### src/rtl/cnu_serial_min_tracker.sv
// Serial min1/min2/index/sign-parity tracker for a layered min-sum LDPC check node.
// Define OFFSET_MS_EN to apply offset min-sum correction to the output magnitudes.
module cnu_serial_min_tracker #(
  parameter int MAG_W   = 5,
  parameter int MAX_DEG = 19,
  parameter int IDX_W   = 5,
  parameter int OFFSET  = 1
) (
  input  logic             clk,
  input  logic             rst,
  input  logic             in_valid,
  output logic             in_ready,
  input  logic             in_first,
  input  logic             in_last,
  input  logic             in_sign,
  input  logic [MAG_W-1:0] in_mag,
  output logic             out_valid,
  input  logic             out_ready,
  output logic [MAG_W-1:0] out_min1,
  output logic [MAG_W-1:0] out_min2,
  output logic [IDX_W-1:0] out_idx,
  output logic             out_sign,
  output logic [IDX_W:0]   out_deg,
  output logic             out_err
);

  localparam logic [0:0]       ST_IDLE   = 1'b0;
  localparam logic [0:0]       ST_ACC    = 1'b1;
  localparam logic [MAG_W-1:0] MAG_ONES  = '1;
  localparam logic [IDX_W:0]   DEG_LIMIT = (IDX_W+1)'(MAX_DEG);
  localparam logic [IDX_W:0]   CNT_ONE   = (IDX_W+1)'(1);

  if (MAX_DEG < 2) begin : g_chk_deg
    $error("MAX_DEG must be at least 2");
  end
  if ((1 << IDX_W) < MAX_DEG) begin : g_chk_idx
    $error("IDX_W too narrow for MAX_DEG");
  end
  if (OFFSET < 0) begin : g_chk_off
    $error("OFFSET must be non-negative");
  end

  function automatic logic [MAG_W-1:0] out_mag(input logic [MAG_W-1:0] mag);
`ifdef OFFSET_MS_EN
    int diff;
    diff = int'(mag) - OFFSET;
    return (diff > 0) ? MAG_W'(diff) : '0;
`else
    return mag;
`endif
  endfunction

  logic [0:0]       state_p0;
  logic [MAG_W-1:0] min1_p0;
  logic [MAG_W-1:0] min2_p0;
  logic [IDX_W-1:0] idx_p0;
  logic             sign_p0;
  logic             err_p0;
  logic [IDX_W:0]   cnt_p0;

  logic             vld_p1;
  logic [MAG_W-1:0] min1_p1;
  logic [MAG_W-1:0] min2_p1;
  logic [IDX_W-1:0] idx_p1;
  logic             sign_p1;
  logic [IDX_W:0]   deg_p1;
  logic             err_p1;

  logic             accept;
  logic             start;
  logic             fold;
  logic             take;
  logic             close;
  logic             overflow;
  logic [MAG_W-1:0] n_min1;
  logic [MAG_W-1:0] n_min2;
  logic [IDX_W-1:0] n_idx;
  logic             n_sign;
  logic             n_err;
  logic [IDX_W:0]   n_cnt;

  assign in_ready = !(vld_p1 && !out_ready);

  // Stage p0: fold the accepted beat into the running row accumulator
  always_comb begin
    accept   = in_valid && in_ready;
    start    = accept && in_first;
    fold     = accept && !in_first && (state_p0 == ST_ACC);
    take     = start || fold;
    n_min1   = min1_p0;
    n_min2   = min2_p0;
    n_idx    = idx_p0;
    n_sign   = sign_p0;
    n_cnt    = cnt_p0;
    n_err    = err_p0;
    if (start) begin
      n_min1 = in_mag;
      n_min2 = MAG_ONES;
      n_idx  = '0;
      n_sign = in_sign;
      n_cnt  = CNT_ONE;
      // A first beat arriving mid-row marks the restarted row as malformed
      n_err  = (state_p0 == ST_ACC);
    end else if (fold) begin
      if (in_mag < min1_p0) begin
        n_min2 = min1_p0;
        n_min1 = in_mag;
        n_idx  = cnt_p0[IDX_W-1:0];
      end else if (in_mag < min2_p0) begin
        n_min2 = in_mag;
      end
      n_sign = sign_p0 ^ in_sign;
      n_cnt  = cnt_p0 + CNT_ONE;
    end
    overflow = take && !in_last && (n_cnt >= DEG_LIMIT);
    close    = take && (in_last || (n_cnt >= DEG_LIMIT));
  end

  always_ff @(posedge clk) begin
    if (take) begin
      min1_p0 <= n_min1;
      min2_p0 <= n_min2;
      idx_p0  <= n_idx;
      sign_p0 <= n_sign;
    end
  end

  // Stage p1: registered result, held until the downstream handshake
  always_ff @(posedge clk) begin
    if (rst) begin
      state_p0 <= ST_IDLE;
      cnt_p0   <= '0;
      err_p0   <= 1'b0;
      vld_p1   <= 1'b0;
      min1_p1  <= '0;
      min2_p1  <= '0;
      idx_p1   <= '0;
      sign_p1  <= 1'b0;
      deg_p1   <= '0;
      err_p1   <= 1'b0;
    end else begin
      if (take) begin
        state_p0 <= close ? ST_IDLE : ST_ACC;
        cnt_p0   <= close ? '0 : n_cnt;
        err_p0   <= close ? 1'b0 : n_err;
      end
      if (close) begin
        vld_p1  <= 1'b1;
        min1_p1 <= out_mag(n_min1);
        min2_p1 <= out_mag(n_min2);
        idx_p1  <= n_idx;
        sign_p1 <= n_sign;
        deg_p1  <= n_cnt;
        err_p1  <= n_err || overflow;
      end else if (out_ready) begin
        vld_p1 <= 1'b0;
      end
    end
  end

  assign out_valid = vld_p1;
  assign out_min1  = min1_p1;
  assign out_min2  = min2_p1;
  assign out_idx   = idx_p1;
  assign out_sign  = sign_p1;
  assign out_deg   = deg_p1;
  assign out_err   = err_p1;

endmodule

### config.mk
export PLATFORM = sky130hd
export DESIGN_NAME = cnu_serial_min_tracker
export DESIGN_NICKNAME = d
export VERILOG_FILES = /design/src/rtl/cnu_serial_min_tracker.sv
export SDC_FILE = /design/constraint.sdc
export NUM_CORES = 1
export LEC_CHECK = 0
export CAP_MARGIN = 20
export CORE_ASPECT_RATIO = 0.75
export CORE_UTILIZATION = 45
export DETAILED_ROUTE_END_ITERATION = 6
export PLACE_DENSITY = 0.67
export SYNTH_ARGS = -nofsm -noshare
export SYNTH_HDL_FRONTEND = slang
export SYNTH_SLANG_ARGS = --single-unit
### constraint.sdc
create_clock -name clk -period 4.35 [get_ports clk]
set_input_delay 0.87 -clock clk [delete_from_list [all_inputs] [get_ports clk]]
set_output_delay 0.87 -clock clk [all_outputs]
set_load 0.01 [all_outputs]
# --- Word level (Yosys, flattened, before mapping) ---
# Index checks and enable logic that the tools add are counted.
op_classes:
  n_addsub: 1
  n_mul: 0
  div: 0
  n_lt_le_gt_ge: 3
  eq_ne: 0
  n_shift: 0
  muxes: 20
  n_bitwise: 1
  reduce_logical: 16
op_table:
  columns: ["op", "n"]
  rows:
  - ["2-to-1 mux 5 bit", 10]
  - ["2-to-1 mux 6 bit", 3]
  - ["less-than comparator 5 bit", 2]
  - ["logical AND 1 bit", 8]
  - ["2-to-1 mux 1 bit", 7]
  - ["adder 6 x 1 -> 6 bit (second input constant)", 1]
  - ["greater-or-equal comparator 6 x 5 -> 1 bit (second input constant)", 1]
  - ["zero test 1 bit", 4]
  - ["logical OR 1 bit", 3]
  - ["nonzero test 2 bit", 1]
  - ["XOR 1 bit", 1]
totals:
  ff_bits: 48
  latch_bits: 0
  mem_bits_rw: 0
  romBits: 0
  input_bits: 12
  out_inout_bits: 25
  word_cells: 55
  mem_count: 0

# --- Depth between registers and ports, before layout ---
# Gate-level depths: netlist of run 1.
depth:
  depth_word: 12
  mapped_depth: 10
  ltp_nobuf: 8

# --- Worst setup path after synthesis of run 1 ---
# Ideal clock, no wire load.
synth_timing:
  path_kind: "in2reg"
  start: "input in_mag[2]"
  end: "register idx_p0[4], data pin"
  setup_ps: 267
  arrival_time_ps: 2387
  slack_ps: 1696
  cell_stages: 7
  path_cell_list: "ha_1 a21oi_1 o21ai_1 a2111oi_4 nor2_1 mux2i_1 nor2_1"
synth_via:
  elab_chain_len: 4
synth_lines:
  columns: ["element", "line", "rtl"]
  rows:
  - ["from (decl)", "16", "input logic [MAG_W-1:0] in_mag,"]
  - ["less-than comparator 5 bit", "105", "if (in_mag < min1_p0) begin"]
  - ["2-to-1 mux 5 bit", "105", null]
  - ["2-to-1 mux 5 bit", "104", "end else if (fold) begin"]
  - ["2-to-1 mux 5 bit", "96", "if (start) begin"]
  - ["named net n_idx[4]", "77", "logic [IDX_W-1:0] n_idx;"]
  - ["to (signal assigned)", "123", "idx_p0 <= n_idx;"]
  - ["to (decl)", "56", "logic [IDX_W-1:0] idx_p0;"]
# The timed path passes the listed nets, and every way through them passes these cells.
# A chain may end at the register's enable or synchronous reset.

# --- Final worst setup path of run 1 ---
layout_timing:
  start: "input in_valid"
  end: "register idx_p1[1] (netlist: out_idx[1])"
layout_via:
  elab_chain_len: 8
  word_cells_on_any_way: 12
layout_lines:
  columns: ["element", "line", "rtl"]
  rows:
  - ["from (decl)", "11", "input logic in_valid,"]
  - ["logical AND 1 bit (*)", "86", "accept = in_valid && in_ready;"]
  - ["logical AND 1 bit (2 in a row)", "88", "fold = accept && !in_first && (state_p0 == ST_ACC);"]
  - ["2-to-1 mux 6 bit", "104", null]
  - ["2-to-1 mux 6 bit", "96", null]
  - ["greater-or-equal comparator 6 x 5 -> 1 bit", "116", "close = take && (in_last || (n_cnt >= DEG_LIMIT));"]
  - ["logical OR 1 bit", "116", null]
  - ["logical AND 1 bit", "116", null]
  - ["to (signal assigned)", "151", "idx_p1 <= n_idx;"]
  - ["to (decl)", "64", "logic [IDX_W-1:0] idx_p1;"]
# Mark *: on every way between the ends. The rest lies on a longest branch, timed or not.

==> impl_metrics.env, run 1 <==
export IMPL_irDropWorstVdd_uv=181.5
export IMPL_die_x_um=91.98
export IMPL_overflow=0
export IMPL_rows=24
export IMPL_power_density_nw_per_um2=309.5
export IMPL_drt_iter0_markers=257
export IMPL_critPathLaunchType="primary input"
export IMPL_ys_warn_count=0
export IMPL_cts_root_buf="clkbuf_8"
export IMPL_hp_class="reg2reg"
export IMPL_maxCapViolations=0
export IMPL_rr_startpoint="cnt_p0[0]"
export IMPL_fin_tns_setup_ns=0
export IMPL_critPathArrivalTime_ns=3.61
export IMPL_syn_num_nets=307
export IMPL_clkSinkCount=48
export IMPL_finClkSkew_ns=0.008087
export IMPL_p_leak_uw=0.001253
export IMPL_dieArea_um2=6391
export IMPL_clk_latency_ns=0.30
export IMPL_cp_endpoint="out_idx[1]"
export IMPL_finalWorstSetupSlack_ns=0.9442
export IMPL_antenna_cells=0
export IMPL_nets=337
export IMPL_cts_path_max_buffers=2
export IMPL_grt_pass1_vias=2267
export IMPL_mostFrequentLayoutCells="clkdlybuf4s50_1 (36), dfxtp_1 (32), nor2_1 (19), a21oi_1 (18)"
export IMPL_route_vias_total=2415
export IMPL_cp_max_fo=14
export IMPL_ctsHtreeMaxLevel=2
export IMPL_fmax_mhz=293.6
export IMPL_antenna_found_initial=0
export IMPL_avgSynthCellArea_um2=9.555
export IMPL_rrSetupSlack_ns=1.45
export IMPL_rsz0062_at_grt="no"
export IMPL_reg2reg_depth=7
export IMPL_num_io_pins=37
export IMPL_io_buffers=36
export IMPL_antenna_left=0
export IMPL_r2r_end="out_idx[1]"
export IMPL_crit_path_end_kind="flop"
export IMPL_cts_buffers=5
export IMPL_layout_area_overhead_vs_synth_pct=19.41
export IMPL_gr_usage_all_layers=0.2335
export IMPL_post_cts_resized=0
export IMPL_syn_cell_area_um2=2733
export IMPL_cts_tree="built"
export IMPL_layout_commonest_cell="clkdlybuf4s50_1"
export IMPL_finalCritPeriodShare=0.7830
export IMPL_drive_gt1_frac=0.09779
export IMPL_die_h_um=69.49
export IMPL_pre_cts_slack_ns=0.6688
export IMPL_tightestPinTransition_ns=1.056
export IMPL_wl_per_cell_um=18.00
export IMPL_outcome="complete, no violations"
export IMPL_synthFlopType="dfxtp_1"
export IMPL_firstDrtPassIters=5
export IMPL_async_flop_share=0
export IMPL_slew_headroom=0.2910
export IMPL_ys_seq_area_frac=0.4103
export IMPL_fin_cells=395
export IMPL_clk_pin_slew_ns=0.09
export IMPL_ys_ff_latch=48
export IMPL_ys_types=59
export IMPL_critPathLaunch="in_valid"
export IMPL_gp_congestion=0.9019
export IMPL_period_minus_slack_ns=3.406
export IMPL_dp_hpwl_mm=5.159
export IMPL_core_area_um2=5826
export IMPL_grt_max_degree=25
export IMPL_worst_ep_required_time_ns=4.55
export IMPL_initial_utilization=0.4691
export IMPL_syn_inst=286
export IMPL_finalWirelength_mm=7.110
export IMPL_worstSetupPathType="in2reg"
export IMPL_dp_cells=387
export IMPL_drc=0
export IMPL_grt_pass1_wl_mm=11.56
export IMPL_cts_hold_buf=0
export IMPL_viasPerCell=6.114
export IMPL_setup_violations=0
export IMPL_hold_slack_ns=0.4705
export IMPL_maxSlewViolCount=0
export IMPL_cts_setup_buffers=0
export IMPL_fin_util=0.5601
export IMPL_hold_viol_final=0
export IMPL_synth_edff_count=16
through the flow:
stage	total power, µW	cell area, µm²
finish	1010	3263
CTS	1014	3263
detailed placement	663.7	3137
floorplan	604.1	2733
global placement	661.2	3137
global route	1054	3263
how the worst min path moves through the flow:
stage	endpoint	cells after the start	slack, ns	start
finish	out_min2[2]	2	0.47	out_min2[2]
detailed placement	out_min2[2]	2	0.46	out_min2[2]
floorplan	err_p0	2	0.44	err_p0
global placement	out_deg[1]	2	0.47	out_deg[1]
global route	out_deg[1]	2	0.51	out_deg[1]
CTS	out_min2[2]	2	0.47	out_min2[2]
critical path, stage by stage:
cell and delay, ns:
clkdlybuf4s50_1 0.66, inv_1 0.11, nor4_2 0.37, mux2_2 0.43, a211oi_4 0.57, nor2_2 0.29
o41ai_1 0.30
power breakdown:
part	internal, µW	switching (µW)	total (µW)
sequential	485	13.2	499
combinational	66.8	90.5	157
clock	203	151	354
metal layers:
| layer | track usage | part of all wire | wire [µm] | vias up |
|---|---|---|---|---|
| met5 | 0 | 0 | 0 | - |
| met3 | 0.05044 | 0.061 | 434 | 8 |
| met1 | 0.3564 | 0.52 | 3721 | 1157 |
| met2 | 0.3284 | 0.41 | 2888 | 95 |
| met4 | 0.06424 | 0.0091 | 65 | 0 |
| li1 | - | - | - | 1155 |
sequential cells by signal, summed over array words and instances (netlist names):
signal / count
cnt_p0: 6
idx_p0: 5
min2_p0: 5
out_idx: 5
out_valid: 1
sign_p0: 1
out_min2: 5
err_p0: 1
state_p0: 1
out_sign: 1
min1_p0: 5
out_min1: 5
out_err: 1
out_deg: 6
Yosys cell counts (all sizes together) (3+ instances only):
master	instances	area [µm²]
nor2b	6	47.54
clkbuf	6	22.52
nor3	8	45.04
o2111ai	8	70.07
and2	3	18.77
nand2	8	30.03
nand4	12	90.09
inv	18	67.57
a21oi	18	90.09
mux2i	14	140.1
buf	12	68.82
o41ai	5	51.30
o211a	4	40.04
nand3	14	75.07
nor2	20	77.58
o211ai	4	35.03
o31a	6	52.55
o21a	8	60.06
dfxtp	32	640.6
edfxtp	16	480.5
o21ai	17	85.08
a31oi	8	50.05
ha	9	112.6
final cells by class:
type | count | area, µm²
Tap cell | 78 | 97.59
Inverter | 18 | 67.56
Multi-Input combinational cell | 202 | 1453
Sequential cell | 48 | 1121
Fill cell | 525 | 2562
Clock inverter | 1 | 30.03
Timing Repair Buffer | 41 | 397.9
Clock buffer | 7 | 96.34
cell families (layout without fill, tap and decap cells):
family | count (synthesis) | in the layout | synth area share
AOI/OAI and AO/OA | 97 | 97 | 0.2647
and+or+nand+nor | 80 | 80 | 0.1648
DFF | 48 | 48 | 0.4103
buffers and inverters | 36 | 67 | 0.05815
muxes | 16 | 16 | 0.06089
adders and majority gates | 9 | 9 | 0.04121
Note: power is estimated with default switching activity, not from simulation.
==> run 2, diff against run 1 <==
--- a/config.mk
+++ b/config.mk
@@ -9,7 +9,7 @@
 export CORE_ASPECT_RATIO = 0.75
 export CORE_UTILIZATION = 45
 export DETAILED_ROUTE_END_ITERATION = 6
-export PLACE_DENSITY = 0.67
+export PLACE_DENSITY = 0.7
 export SYNTH_ARGS = -nofsm -noshare
 export SYNTH_HDL_FRONTEND = slang
 export SYNTH_SLANG_ARGS = --single-unit
==> constraint.sdc (replaced) <==
create_clock -name clk -period 3.02 [get_ports clk]
set_input_delay 0.604 -clock clk [delete_from_list [all_inputs] [get_ports clk]]
set_output_delay 0.604 -clock clk [all_outputs]
set_load 0.01 [all_outputs]
==> run 2 against run 1 <==
Count of clock-buffer cells in the layout shrank 1; flip-flop and latch count is the same; non-clock buffer count grew 15; sequential share of layout area shrank 1.0 points; critical path depth grew 1; sequential power grew 43%; clock skew grew 0.0014 ns; total power grew 43%; setup slack lost 0.67 ns; largest power group unchanged.
==> impl_metrics.env, run 2 (synthesis results as in run 1) <==
export IMPL_antenna_cells=0
export IMPL_dieArea_um2=6391
export IMPL_setup_violations=0
export IMPL_worstHoldStart="out_min2[3]"
export IMPL_cts_root_buf="clkbuf_8"
export IMPL_num_io_pins=37
export IMPL_rows=24
export IMPL_critPathLaunchType="primary input"
export IMPL_power_uw=1444
export IMPL_critPathArrivalTime_ns=2.91
export IMPL_drive_gt1_frac=0.1355
export IMPL_reg2reg_depth=8
export IMPL_cts_path_max_buffers=2
export IMPL_wl_per_cell_um=18.03
export IMPL_period_minus_slack_ns=2.747
export IMPL_slew_headroom=0.5358
export IMPL_cts_hold_buf=0
export IMPL_post_cts_resized=0
export IMPL_grt_pass1_wl_mm=12.30
export IMPL_worst_ep_required_time_ns=3.19
export IMPL_finalWirelength_mm=7.391
export IMPL_p_leak_uw=0.001322
export IMPL_drt_iter0_markers=289
export IMPL_r2r_end="out_deg[5]"
export IMPL_power_density_nw_per_um2=429.2
export IMPL_clk_latency_ns=0.30
export IMPL_hold_depth=2
export IMPL_hold_end="out_min2[3]"
export IMPL_grt_pass1_vias=2362
export IMPL_initial_utilization=0.4691
export IMPL_core_area_um2=5826
export IMPL_drc=0
export IMPL_layout_area_overhead_vs_synth_pct=23.17
export IMPL_overflow=0
export IMPL_maxSlewViolCount=0
export IMPL_worstSetupPathType="in2reg"
export IMPL_io_buffers=36
export IMPL_nets=352
export IMPL_route_vias_total=2545
export IMPL_cts_buffers=5
export IMPL_ctsHtreeMaxLevel=2
export IMPL_outcome="complete, no violations"
export IMPL_dp_hpwl_mm=5.403
export IMPL_n_fill_cell=521
export IMPL_mostFrequentLayoutCells="clkdlybuf4s50_1 (36), dfxtp_1 (32), buf_4 (20), nor2_1 (19), a21oi_1 (18)"
export IMPL_layout_commonest_cell="clkdlybuf4s50_1"
export IMPL_firstDrtPassIters=5
export IMPL_finalCritPeriodShare=0.9096
export IMPL_maxCapViolations=0
export IMPL_viasPerCell=6.207
export IMPL_fmax_mhz=364.0
export IMPL_cp_max_fo=14
export IMPL_crit_path_end_kind="flop"
export IMPL_gp_congestion=0.9602
export IMPL_rrSetupSlack_ns=0.40
export IMPL_dp_cells=402
export IMPL_grt_max_degree=20
export IMPL_gr_usage_all_layers=0.2447
export IMPL_hp_class="reg2reg"
export IMPL_rr_startpoint="cnt_p0[1]"
export IMPL_antenna_left=0
export IMPL_antenna_found_initial=0
export IMPL_rsz0062_at_grt="no"
export IMPL_hold_viol_final=0
export IMPL_fin_tns_setup_ns=0
export IMPL_irDropWorstVdd_uv=288.3
export IMPL_die_x_um=91.98
export IMPL_fin_cells=410
export IMPL_clk_pin_slew_ns=0.09
export IMPL_finClkSkew_ns=0.009536
export IMPL_tightestPinTransition_ns=0.6955
export IMPL_die_h_um=69.49
export IMPL_cts_setup_buffers=0
export IMPL_clkSinkCount=48
export IMPL_cts_tree="built"
==> run 2: changes by cell type in the layout (fill, tap and decap cells not counted), sizes merged <==
cell	before	now
buf	5	20
clkbuf	7	6
clkinv	0	1
==> run 2: worst max-delay path by stage <==
| stage | from | endpoint | slack, ns | cells after the start |
|---|---|---|---|---|
| 3_3_place_gp | in_first | out_valid | 0.14 | 8 |
| 4_1_cts | in_first | out_deg[5] | 0.33 | 7 |
| 5_1_grt | in_first | out_valid | 0.16 | 8 |
| 3_5_place_dp | in_mag[2] | out_min1[1] | 0.09 | 10 |
| 6_report | in_first | out_valid | 0.27 | 8 |
| 2_1_floorplan | in_mag[2] | idx_p0[4] | 0.63 | 7 |
==> run 2: critical path, cell delays in order <==
cell	delay [ns]
clkdlybuf4s50_1	0.63
buf_4	0.20
nand2_1	0.06
o21ai_0	0.30
mux2_2	0.31
a211oi_4	0.07
nor2_2	0.55
a21oi_1	0.18
==> run 2: cell type report <==
type                    count  area (µm²)  area share
multi-input cells         202        1453      0.4316
flip-flops and latches     48        1121      0.3331
repair buffers             56       510.5      0.1517
well taps                  78       97.59     0.02900
clock buffers               6       82.58     0.02454
inverters                  18       67.56     0.02007
clock inverters             2       33.78     0.01004
==> run 2: where the power goes <==
group	internal (µW)	switching [µW]	total (µW)
Combinational	106	137	243
Clock	267	220	487
Sequential	699	15.9	715
Total	1070	372	1440
==> run 2: routing by layer <==
layer / GRT usage / wire (µm) / share of wire
met2: 0.3541 / 3105 / 0.42
met3: 0.04825 / 654 / 0.088
met1: 0.3788 / 3560 / 0.48
met5: 0 / 0 / 0
met4: 0.04167 / 70 / 0.0095
==> run 2: metrics by stage <==
step / hold WS [ns] / util / worst slack, ns / cell area, µm²
global route: 0.5043 / 0.5777 / 0.1576 / 3366
detailed placement: 0.4604 / 0.5578 / 0.08828 / 3249
finish: 0.4677 / 0.5777 / 0.2729 / 3366
floorplan: 0.4432 / - / 0.6319 / 2733
global placement: 0.4574 / 0.5578 / 0.1403 / 3249
CTS: 0.4729 / 0.5777 / 0.3333 / 3366
